`config.mk`:
```
export PLATFORM = sky130hd
export DESIGN_NAME = debug_display_ctrl
export DESIGN_NICKNAME = d
export VERILOG_FILES = /design/src/rtl/debug_display_ctrl.sv
export SDC_FILE = /design/constraint.sdc
export NUM_CORES = 1
export LEC_CHECK = 0
export ABC_AREA = 1
export BUFFER_PORTS_ARGS = -buffer_cell sky130_fd_sc_hd__buf_2
export CORE_MARGIN = 2
export CORE_UTILIZATION = 45
export DETAILED_ROUTE_END_ITERATION = 6
export PLACE_DENSITY = 0.83
export RECOVER_POWER = 100
export SLEW_MARGIN = 0
export SYNTH_ARGS = -nofsm -noshare
export SYNTH_HDL_FRONTEND = slang
export SYNTH_SLANG_ARGS = --single-unit
```
`constraint.sdc`:
```
create_clock -name Clk -period 1.7 [get_ports Clk]
set_clock_uncertainty 0.05 [all_clocks]
set_input_delay 0.17 -clock Clk [delete_from_list [all_inputs] [get_ports Clk]]
set_output_delay 0.17 -clock Clk [all_outputs]
set_load 0.02 [all_outputs]
```
`src/rtl/debug_display_ctrl.sv`:
```
// debug_display_ctrl: debounced step/freeze keys select one of N_CH channels shown on Value.
// Defining DBG_AUTOSCAN_EN adds SCAN_CYC and ScanEn for timed channel cycling.
module debug_display_ctrl #(
    parameter int N_CH         = 8,
    parameter int W            = 16,
    parameter int DEBOUNCE_CYC = 500000
`ifdef DBG_AUTOSCAN_EN
    ,
    parameter int SCAN_CYC     = 50000000
`endif
) (
    input  logic                      Clk,
    input  logic                      Reset,
    input  logic                      KeyStep_n,
    input  logic                      KeyHold_n,
`ifdef DBG_AUTOSCAN_EN
    input  logic                      ScanEn,
`endif
    input  logic [N_CH*W-1:0]         ChanData,
    output logic [$clog2(N_CH)-1:0]   ChanIdx,
    output logic [W-1:0]              Value,
    output logic                      Frozen,
    output logic                      Strobe
);
    localparam int CW = $clog2(N_CH);
    localparam int DW = $clog2(DEBOUNCE_CYC);

    logic [1:0]    w_key;
    logic [1:0]    r_s1, r_s2, r_filt, r_ev;
    logic [DW-1:0] r_cnt [2];
    logic [CW-1:0] r_idx;
    logic [W-1:0]  r_val;
    logic          r_frozen, r_strobe;
    logic          w_step, w_scan, w_adv;
    logic [W-1:0]  w_ch [N_CH];

    assign w_key = {KeyHold_n, KeyStep_n};

    for (genvar c = 0; c < N_CH; c++) begin : g_ch
        assign w_ch[c] = ChanData[c*W +: W];
    end

    // index 0 is the step key, index 1 the hold key; r_ev pulses on a filtered 1->0 only
    always_ff @(posedge Clk or negedge Reset) begin
        if (!Reset) begin
            r_s1   <= '1;
            r_s2   <= '1;
            r_filt <= '1;
            r_ev   <= '0;
            r_cnt  <= '{default: '0};
        end else begin
            r_s1 <= w_key;
            r_s2 <= r_s1;
            for (int k = 0; k < 2; k++) begin
                r_ev[k] <= 1'b0;
                if (r_s2[k] == r_filt[k])
                    r_cnt[k] <= '0;
                else if (r_cnt[k] == DW'(DEBOUNCE_CYC - 1)) begin
                    r_cnt[k]  <= '0;
                    r_filt[k] <= r_s2[k];
                    r_ev[k]   <= r_filt[k];
                end else
                    r_cnt[k] <= r_cnt[k] + 1'b1;
            end
        end
    end

    assign w_step = r_ev[0] && !r_frozen;
    assign w_adv  = w_step || w_scan;

`ifdef DBG_AUTOSCAN_EN
    localparam int SW = (SCAN_CYC > 2) ? $clog2(SCAN_CYC) : 1;
    logic [SW-1:0] r_scan;

    assign w_scan = ScanEn && !r_frozen && r_scan == SW'(SCAN_CYC - 1);

    // the counter pauses while frozen and restarts on any manual step
    always_ff @(posedge Clk or negedge Reset) begin
        if (!Reset)
            r_scan <= '0;
        else if (!ScanEn || w_step)
            r_scan <= '0;
        else if (!r_frozen)
            r_scan <= w_scan ? '0 : r_scan + 1'b1;
    end
`else
    assign w_scan = 1'b0;
`endif

    always_ff @(posedge Clk or negedge Reset) begin
        if (!Reset) begin
            r_idx    <= '0;
            r_val    <= '0;
            r_frozen <= 1'b0;
            r_strobe <= 1'b0;
        end else begin
            r_frozen <= r_frozen ^ r_ev[1];
            r_strobe <= w_adv;
            if (w_adv)
                r_idx <= (r_idx == CW'(N_CH - 1)) ? '0 : r_idx + 1'b1;
            if (!r_frozen)
                r_val <= w_ch[r_idx];
        end
    end

    assign ChanIdx = r_idx;
    assign Value   = r_val;
    assign Frozen  = r_frozen;
    assign Strobe  = r_strobe;
endmodule

```
Word-level counts from Yosys, hierarchy flattened
Cells that the tools add are included.

$lt $le $gt $ge: 1. Mux-type cells: 12. Bitwise operators: 4. $mul: 0. Divide/modulo/power cells: 0. Reductions and logical operators: 4. Shift operators: 0. Equal/unequal tests: 5. $add $sub $neg: 3.

Operators by type and width (count): two-way mux 19 bit (4); binary-select mux 16 bit (select 3 bit) (1); adder 19 x 1 -> 19 bit (second input constant) (2); == test 19 bit (second input constant) (2); two-way mux 16 bit (2); >= comparator 4 bit (second input constant) (1); two-way mux 1 bit (4); NOT 3 -> 4 bit (1); AND reduction 2 bit (2); adder 3 x 1 -> 3 bit (second input constant) (1); == test 3 bit (second input constant) (1); two-way mux 3 bit (1); == test 1 bit (2); NOT 1 bit (2); logical AND 1 bit (1); logical NOT 1 bit (1); bitwise XOR 1 bit (1).

Bits in read-only memories: 0. Bits in writable memories: 0. Memories: 0. Bits in latches: 0. Bits in registers: 67.

Logic depth before layout (Yosys ltp)
Gate-level depths: netlist of run 1.

Depth in word-level cells: 4. Mapped depth: 10.

Least setup slack after synthesis of run 1
No wires, ideal clock.

Kind: register to register. From: reg r_idx[0], in the netlist ChanIdx[0]. To: reg r_val[5], in the netlist Value[5]. Data arrival time: 1.264 ns. Clock period less this slack: 1.432 ns. Path buffers: 3. Cell stages (with the launch flop): 11. Data required time: 1.532 ns. Path slack: 0.268 ns. Setup time: 0.118 ns. Cells stage by stage: dfrtp_1 > buf_6 > inv_4 > buf_6 > buf_6 > nor2_2 > nor2_1 > o21ai_1 > nand3_1 > nand3_1 > nand2_1.

Word-level cells in the longest chain between the ends: 4.

Ends and longest elaborated chain: from (decl) (RTL line 31) `logic [CW-1:0] r_idx;`; from (signal assigned) (RTL line 100) `r_idx <= (r_idx == CW'(N_CH - 1)) ? '0 : r_idx + 1'b1;`; NOT 3 -> 4 bit (implied by the code) (RTL line 102) `r_val <= w_ch[r_idx];`; binary-select mux 16 bit (select 3 bit) (RTL line 102); two-way mux 16 bit (implied by the code) (2 in a row) (RTL line 102); to (signal assigned) (RTL line 102); to (decl) (RTL line 32) `logic [W-1:0] r_val;`.

No other way between the ends. The select of a mux whose other input is x is not followed. A chain may end at the register's enable or synchronous reset.

Worst setup path after layout of run 1
From: reg r_idx[2], in the netlist ChanIdx[2]. To: out ChanIdx[2].

RTL lines: to (decl) (RTL line 20) `output logic [$clog2(N_CH)-1:0] ChanIdx,`.

No word-level cell between the ends.

==> results of run 1 <==
cells by family after synthesis:
| kind of cell | share of synthesized area [%] |
|---|---|
| simple gates | 38.6 |
| buf+inv | 8.80 |
| compound gates | 10.3 |
| flops | 37.5 |
| xor+xnor | 3.65 |
| fa+ha+maj | 1.11 |
per-layer routing:
layer,vias up,global-route usage [%],wire length (um)
met5,-,0,0
met4,0,11.5,357
met3,26,4.26,781
met2,156,41.9,6220
met1,2136,30.5,5380
li1,2443,-,-
through the flow:
stage                     util (%)  cell area (sq um)  cells
after floorplan                  -               4490    667
after global placement        55.9               5430    938
after detailed placement      55.9               5430    938
after CTS                     58.5               5690    957
after global routing          57.7               5610    957
final                         57.7               5610    957
state kept, by name, indices dropped and copies added, names as in the netlist:
| name | flops |
|---|---|
| r_cnt | 38 |
| Value | 16 |
| ChanIdx | 3 |
| r_ev | 2 |
| r_filt | 2 |
| r_s1 | 2 |
| r_s2 | 2 |
| Frozen | 1 |
| Strobe | 1 |
cells in the mapped netlist (13+ instances only):
| cell | instances | area, sq um |
|---|---|---|
| dfrtp_1 | 61 | 1530 |
| o21ai_1 | 13 | 65.1 |
| xor2_1 | 13 | 114 |
| inv_1 | 54 | 203 |
| nand3_1 | 69 | 345 |
| o211ai_1 | 16 | 120 |
| nor3_1 | 14 | 70.1 |
| nand2_1 | 116 | 435 |
| nor2_2 | 18 | 113 |
| o21ai_0 | 43 | 215 |
| buf_2 | 14 | 70.1 |
| nor2_1 | 172 | 646 |
timing repair:
item,CTS,global route
hold buffers,3,0
gates resized for setup,0,1
endpoints found under the setup margin,0,1
endpoints found under the hold margin,17,0
power breakdown:
group	internal [mW]	switching, mW	leakage (nW)
clock	0.835	0.645	0.106
sequential	1.63	0.0262	0.872
combinational	0.180	0.191	1.69
worst reg2reg max path, stage by stage, from the launching register on:
cell	delay (ns)
dfrtp_1	0.38
ha_1	0.20
nand2_1	0.09
nor2_2	0.15
nand3_1	0.25
inv_1	0.14
nand3_1	0.07
nand2_1	0.07
nor2_1	0.04
cell type report:
cell class | instances | area, sq um | area share [%]
Multi-Input combinational cell | 510 | 2390 | 42.6
Sequential cell | 67 | 1690 | 30.0
Inverter | 61 | 231 | 4.13
Timing Repair Buffer | 170 | 915 | 16.3
Clock buffer | 9 | 124 | 2.21
Tap cell | 133 | 166 | 2.97
Clock inverter | 7 | 101 | 1.81
worst min-delay path by stage:
| stage | start | end | slack, ns | depth (start not counted) |
|---|---|---|---|---|
| floorplan | Reset | ChanIdx[0]$_DFFE_PN0P_ | -0.18 | 0 |
| global placement | Reset | Value[12]$_DFFE_PN0N_ | 0.12 | 1 |
| detailed placement | Reset | Value[12]$_DFFE_PN0N_ | 0.13 | 1 |
| CTS | ChanData[69] | Value[5]$_DFFE_PN0N_ | 0.09 | 5 |
| global route | ChanData[69] | Value[5]$_DFFE_PN0N_ | 0.14 | 5 |
| finish | ChanData[70] | Value[6]$_DFFE_PN0N_ | 0.11 | 5 |
cell usage in the layout, fill, tap and decap left out, types with 13 or more instances in the layout:
master and n:
clkbuf_1 20, o21ai_0 44, nor3_1 14, dfrtp_1 60, inv_1 54, nor2_1 175, nor2_2 16, nand2_1 117
buf_2 131, xor2_1 13, nand3_1 70, o211ai_1 16
==> metrics.md, run 1 <==
| Metric | Value |
|---|---|
| Final cycle utilization of the critical path | `between 90% and 100%` |
| Number of global-route vias before repair | `between 4,000 and 5,000` |
| Core Rows | `36` |
| Pin count of the biggest net entering global routing | `51` |
| Final hold violation count | `0` |
| Worst-path maximum fanout | `15` |
| Fill cell count | `970` |
| Peak VDD IR | `333 uV` |
| Post-route setup slack | `0.145 ns` |
| Worst r2r dst | `r_cnt[18]$_DFF_PN0_` |
| RSZ-0062 raised after global routing | `false` |
| Post-synthesis sequential area ratio | `a little under two fifths` |
| Critical path, cell by cell | `clkbuf_2, buf_2` |
| I/O pin count | `between 150 and 200` |
| GRT overflow | `0` |
| Syn_nets | `~800` |
| R2r setup slk | `0.15 ns` |
| PD cells | `about 630 nW/um^2` |
| Antenna cells | `0` |
| DIE WIDTH | `roughly 100 um` |
| Synth Flop Type | `dfrtp_1` |
| Min Tclk post-route | `roughly 1.6 ns` |
| Final Wtd Congestion | `slightly above 0.9` |
| Total leakage power | `around 2.7 nW` |
| Total iterations of the first detailed-routing run | `5` |
| Fmax | `between 0.6 and 0.7 GHz` |
| Worst path bufs/invs | `2` |
| Crit path capture type | `output port` |
| DR iter-0 viols | `between 300 and 400` |
| Worst Setup SP | `ChanIdx[2]$_DFFE_PN0P_` |
| Max Cap Viol | `0` |
| Post-CTS Setup Bufs | `0` |
| Core Region | `9730 sq um` |
| Hold WS | `about 0.11 ns` |
| Initial antenna violation count | `0` |
| Critical path's top delay family | `buffers and inverters` |
| Post-synthesis async set-or-reset flop share | `100%` |
| Layout cells sized above 1 | `between 20% and 30%` |
| Worst Hold Class | `in2reg` |
| DR DRC count | `0` |
| Startpoint types | `flop` |
| Die ar. | `roughly 11,000 sq um` |
| Critical Path AT | `~1.3 ns` |
| Routed vias/inst | `between 4 and 5` |
| Fin Setup TNS | `0 ns` |
| Reg2reg path depth | `8` |
| Worst EP required | `approximately 1.5 ns` |
| Finish-stage setup viols | `0` |
| CP Depth | `2` |
| Syn Area/Cell | `roughly 6.7 sq um` |
| Max transition margin | `between 10% and 20%` |
| Total Nets Final | `around 960` |
| EDFF count, synth | `0` |
| H-tree Lvls | `3` |
| CTS tree | `built` |
| DP Wirelength | `9.89 mm` |
| Antenna violation net count after detailed routing | `0` |
| CP max-delay cell | `dfrtp_1` |
| CP endpoint | `ChanIdx[2]` |
| CTS root buffer | `clkbuf_8` |
| Synthesis Warnings | `0` |
| Total GRT Usage | `24.6%` |
| Drt total wl | `between 10 and 15 mm` |
| Clk_lat worst skew | `between 0.3 and 0.4 ns` |
| Outcome | `complete, no violations` |
| Max Slew Vio Count | `0` |
| CTS sink cnt | `67` |
| Port buffer count | `roughly 150` |
| CTS clk-pin slew, worst paths | `0.08 ns` |
| Max stage delay on crit path | `approximately 0.42 ns` |
| Pre-CTS setup slack | `around 0.19 ns` |
| FF+latch count, synth | `67` |
| Worst slew pin tran | `1.26 ns` |
| Initial core utilization | `a little under half` |
| Setup CP Type | `reg2out` |
| Layout area overhead | `24.8%` |
| Distinct cell type count after synthesis | `35` |
| Tot Pwr | `approximately 3.5 mW` |
| First-pass GRT wire length | `between 20 and 25 mm` |
| Syn Inst Count | `approximately 670` |
| Die Y | `between 100 and 150 um` |
| Mapped Area | `between 4000 and 5000 sq um` |
| Worst R2R Start | `r_cnt[0]$_DFF_PN0_` |
| Via count | `4,761` |
| Num CTS Buffers | `9` |
| DR WL/cell | `13.3 um` |
| Maximum buffer depth of the clock tree | `2` |
Note: power is estimated with default switching activity, not from simulation.
==> inputs of run 2 (changes only) <==
==> constraint.sdc (replaced) <==
create_clock -name Clk -period 1.7 [get_ports Clk]
set_clock_uncertainty 0.05 [all_clocks]
set_input_delay 0.085 -clock Clk [delete_from_list [all_inputs] [get_ports Clk]]
set_output_delay 0.085 -clock Clk [all_outputs]
set_load 0.02 [all_outputs]
==> run 2 against run 1 <==
Compared with the run above:
- sequential cell count unchanged
- critical path depth increased by 6
- clock power barely moved
- cell area fell by 0.11%
- final cell count unchanged
- die area did not move
- hold slack got worse by 0.085 ns
- critical endpoint is now r_cnt[18]$_DFF_PN0_
==> metrics.md, run 2 (same netlist as run 1, synthesis figures left out) <==
| Metric | Value |
|---|---|
| Worst slew pin tran | `1.22 ns (-0.0382 ns)` |
| Worst-path maximum fanout | `6 (-9)` |
| Most frequent cells in the layout | `175 x nor2_1, 132 x buf_2, 117 x nand2_1, 70 x nand3_1, 60 x dfrtp_1` |
| Max Cap Viol | `0 (unchanged)` |
| Total GRT Usage | `24.6% (unchanged)` |
| DR iter-0 viols | `393 (-0.51%)` |
| CTS clk-pin slew, worst paths | `0.08 ns (about the same)` |
| Initial core utilization | `46.2% (unchanged)` |
| Finish-stage setup viols | `0 (unchanged)` |
| CP endpoint | `r_cnt[18]$_DFF_PN0_` |
| Max transition margin | `18.4% (+2.5 points)` |
| I/O pin count | `153 (unchanged)` |
| Worst R2R Start | `r_cnt[0]$_DFF_PN0_` |
| DP Wirelength | `9.89 mm (unchanged)` |
| Max FFs per register | `38 (unchanged)` |
| Total iterations of the first detailed-routing run | `5 (unchanged)` |
| Critical Path AT | `1.73 ns (+0.39 ns)` |
| GRT overflow | `0 (unchanged)` |
| Fin Setup TNS | `0 ns (unchanged)` |
| Final hold violation count | `0 (unchanged)` |
| R2r setup slk | `0.15 ns (about the same)` |
| Num CTS Buffers | `9 (unchanged)` |
| CP Depth | `8 (+6)` |
| Fill cell count | `970 (unchanged)` |
| Peak VDD IR | `332 uV (-0.33%)` |
| Core Region | `9730 sq um (unchanged)` |
| Antenna violation net count after detailed routing | `0 (unchanged)` |
| Pre-CTS setup slack | `0.190 ns (unchanged)` |
| Die ar. | `10,800 sq um (unchanged)` |
| Max stage delay on crit path | `0.38 ns (-0.04 ns)` |
| Final cycle utilization of the critical path | `91.4% (-0.096 points)` |
| PD cells | `626 nW/um^2 (about the same)` |
| Port buffer count | `152 (unchanged)` |
| Critical path's top delay family | `simple AND/OR/NAND/NOR gates` |
| Number of global-route vias before repair | `4,575 (unchanged)` |
| Pin count of the biggest net entering global routing | `51 (unchanged)` |
| Finished Cell Area | `5600 sq um (-0.11%)` |
| DIE WIDTH | `104 um (unchanged)` |
| Total Nets Final | `955 (unchanged)` |
| CTS sink cnt | `67 (unchanged)` |
| Worst path bufs/invs | `1 (-1)` |
| Initial antenna violation count | `0 (unchanged)` |
| Min Tclk post-route | `1.55 ns (-0.00164 ns)` |
| Fmax | `0.644 GHz (+0.11%)` |
| Final Wtd Congestion | `0.907 (unchanged)` |
| Worst r2r dst | `r_cnt[18]$_DFF_PN0_` |
| First-pass GRT wire length | `21.6 mm (unchanged)` |
| Layout area overhead | `24.7%` |
| Post-route setup slack | `0.146 ns (+0.00164 ns)` |
| Worst EP required | `1.88 ns (+0.40 ns)` |
| Core Rows | `36 (unchanged)` |
| Hold WS | `0.0286 ns (-0.0848 ns)` |
| Clk_lat worst skew | `0.34 ns (about the same)` |
| Startpoint types | `flop` |
| Routed vias/inst | `4.97 (-0.17%)` |
| H-tree Lvls | `3 (unchanged)` |
| Commonest non-fill, non-tap cell in the layout | `nor2_1` |
| Die Y | `104 um (unchanged)` |
| Max Slew Vio Count | `0 (unchanged)` |
| Via count | `4,753 (-0.17%)` |
| Cell area after placement | `5430 sq um (unchanged)` |
| DR WL/cell | `13.3 um (about the same)` |
| DR DRC count | `0 (unchanged)` |
| CP max-delay cell | `dfrtp_1` |
| Crit path capture type | `flop` |
| RSZ-0062 raised after global routing | `false` |
| Largest register by flop count | `r_cnt` |
| Maximum buffer depth of the clock tree | `2 (unchanged)` |
| CTS tree | `built` |
| CTS root buffer | `clkbuf_8` |
| Setup CP Type | `reg2reg` |
| Drt total wl | `12.7 mm (about the same)` |
| Total leakage power | `2.67 nW (about the same)` |
| Layout cells sized above 1 | `24.0% (unchanged)` |
| Worst Setup SP | `r_cnt[0]$_DFF_PN0_` |
| Worst Hold Class | `in2reg` |
| Critical path, cell by cell | `ha_1, nand2_1, nor2_2, nand3_1, inv_1, nand3_1, nand2_1, nor2_1` |
| Outcome | `complete, no violations` |
| Reg2reg path depth | `8 (unchanged)` |
| Antenna cells | `0 (unchanged)` |
run 2: cell count changes in the layout (fill, tap and decap cells not counted):
cell / before / now
buf_2: 131 / 132
buf_12: 3 / 2
buf_4: 8 / 9
o21ai_0: 44 / 43
buf_6: 1 / 2
clkbuf_2: 3 / 1
o21ai_1: 12 / 13
run 2: area by class of cell:
| cell class | instances | area, sq um | area share (%) |
|---|---|---|---|
| multi-input cells | 510 | 2390 | 42.6 |
| flip-flops and latches | 67 | 1690 | 30.1 |
| repair buffers | 170 | 908 | 16.2 |
| inverters | 61 | 231 | 4.13 |
| well taps | 133 | 166 | 2.97 |
| clock buffers | 9 | 124 | 2.21 |
| clock inverters | 7 | 101 | 1.81 |
run 2: per-stage QoR:
| step | utilization [%] | power, mW | cells |
|---|---|---|---|
| after detailed placement | 55.9 | 2.06 | 938 |
| after floorplan | - | 1.81 | 667 |
| after global placement | 55.9 | 2.06 | 938 |
| after global routing | 57.6 | 3.67 | 957 |
| final | 57.6 | 3.51 | 957 |
| after CTS | 58.5 | 3.56 | 957 |
run 2: report_power, final:
group	internal [mW]	switching, mW
registers	1.63	0.0262
clock network	0.835	0.645
logic	0.177	0.191
total	2.64	0.863
run 2: worst min path at each step:
stage	from	end	slack, ns	cells after the start
final	ChanData[69]	Value[5]$_DFFE_PN0N_	0.03	5
after global routing	ChanData[69]	Value[5]$_DFFE_PN0N_	0.05	5
after CTS	ChanData[69]	Value[5]$_DFFE_PN0N_	0.007	5
after detailed placement	Reset	Value[12]$_DFFE_PN0N_	0.05	1
after global placement	Reset	Value[12]$_DFFE_PN0N_	0.04	1
after floorplan	Reset	ChanIdx[0]$_DFFE_PN0P_	-0.26	0
run 2: layer usage:
metal  track usage, %  wire length (um)
met5                0                 0
met4             11.5               352
met3             4.26               767
met2             41.9              6240
met1             30.5              5380
run 2: timing repair:
action                                  4_1_cts  5_1_grt
buffers inserted                              0        0
endpoints found under the setup margin        0        1
hold buffers                                  3        0
hold endpoints to repair                     17        0
resized for setup                             0        1
run 2: worst reg2reg max path, cell delays in order, from the launching register on:
cell	delay [ns]
dfrtp_1	0.38
ha_1	0.20
nand2_1	0.09
nor2_2	0.15
nand3_1	0.25
inv_1	0.14
nand3_1	0.07
nand2_1	0.07
nor2_1	0.04
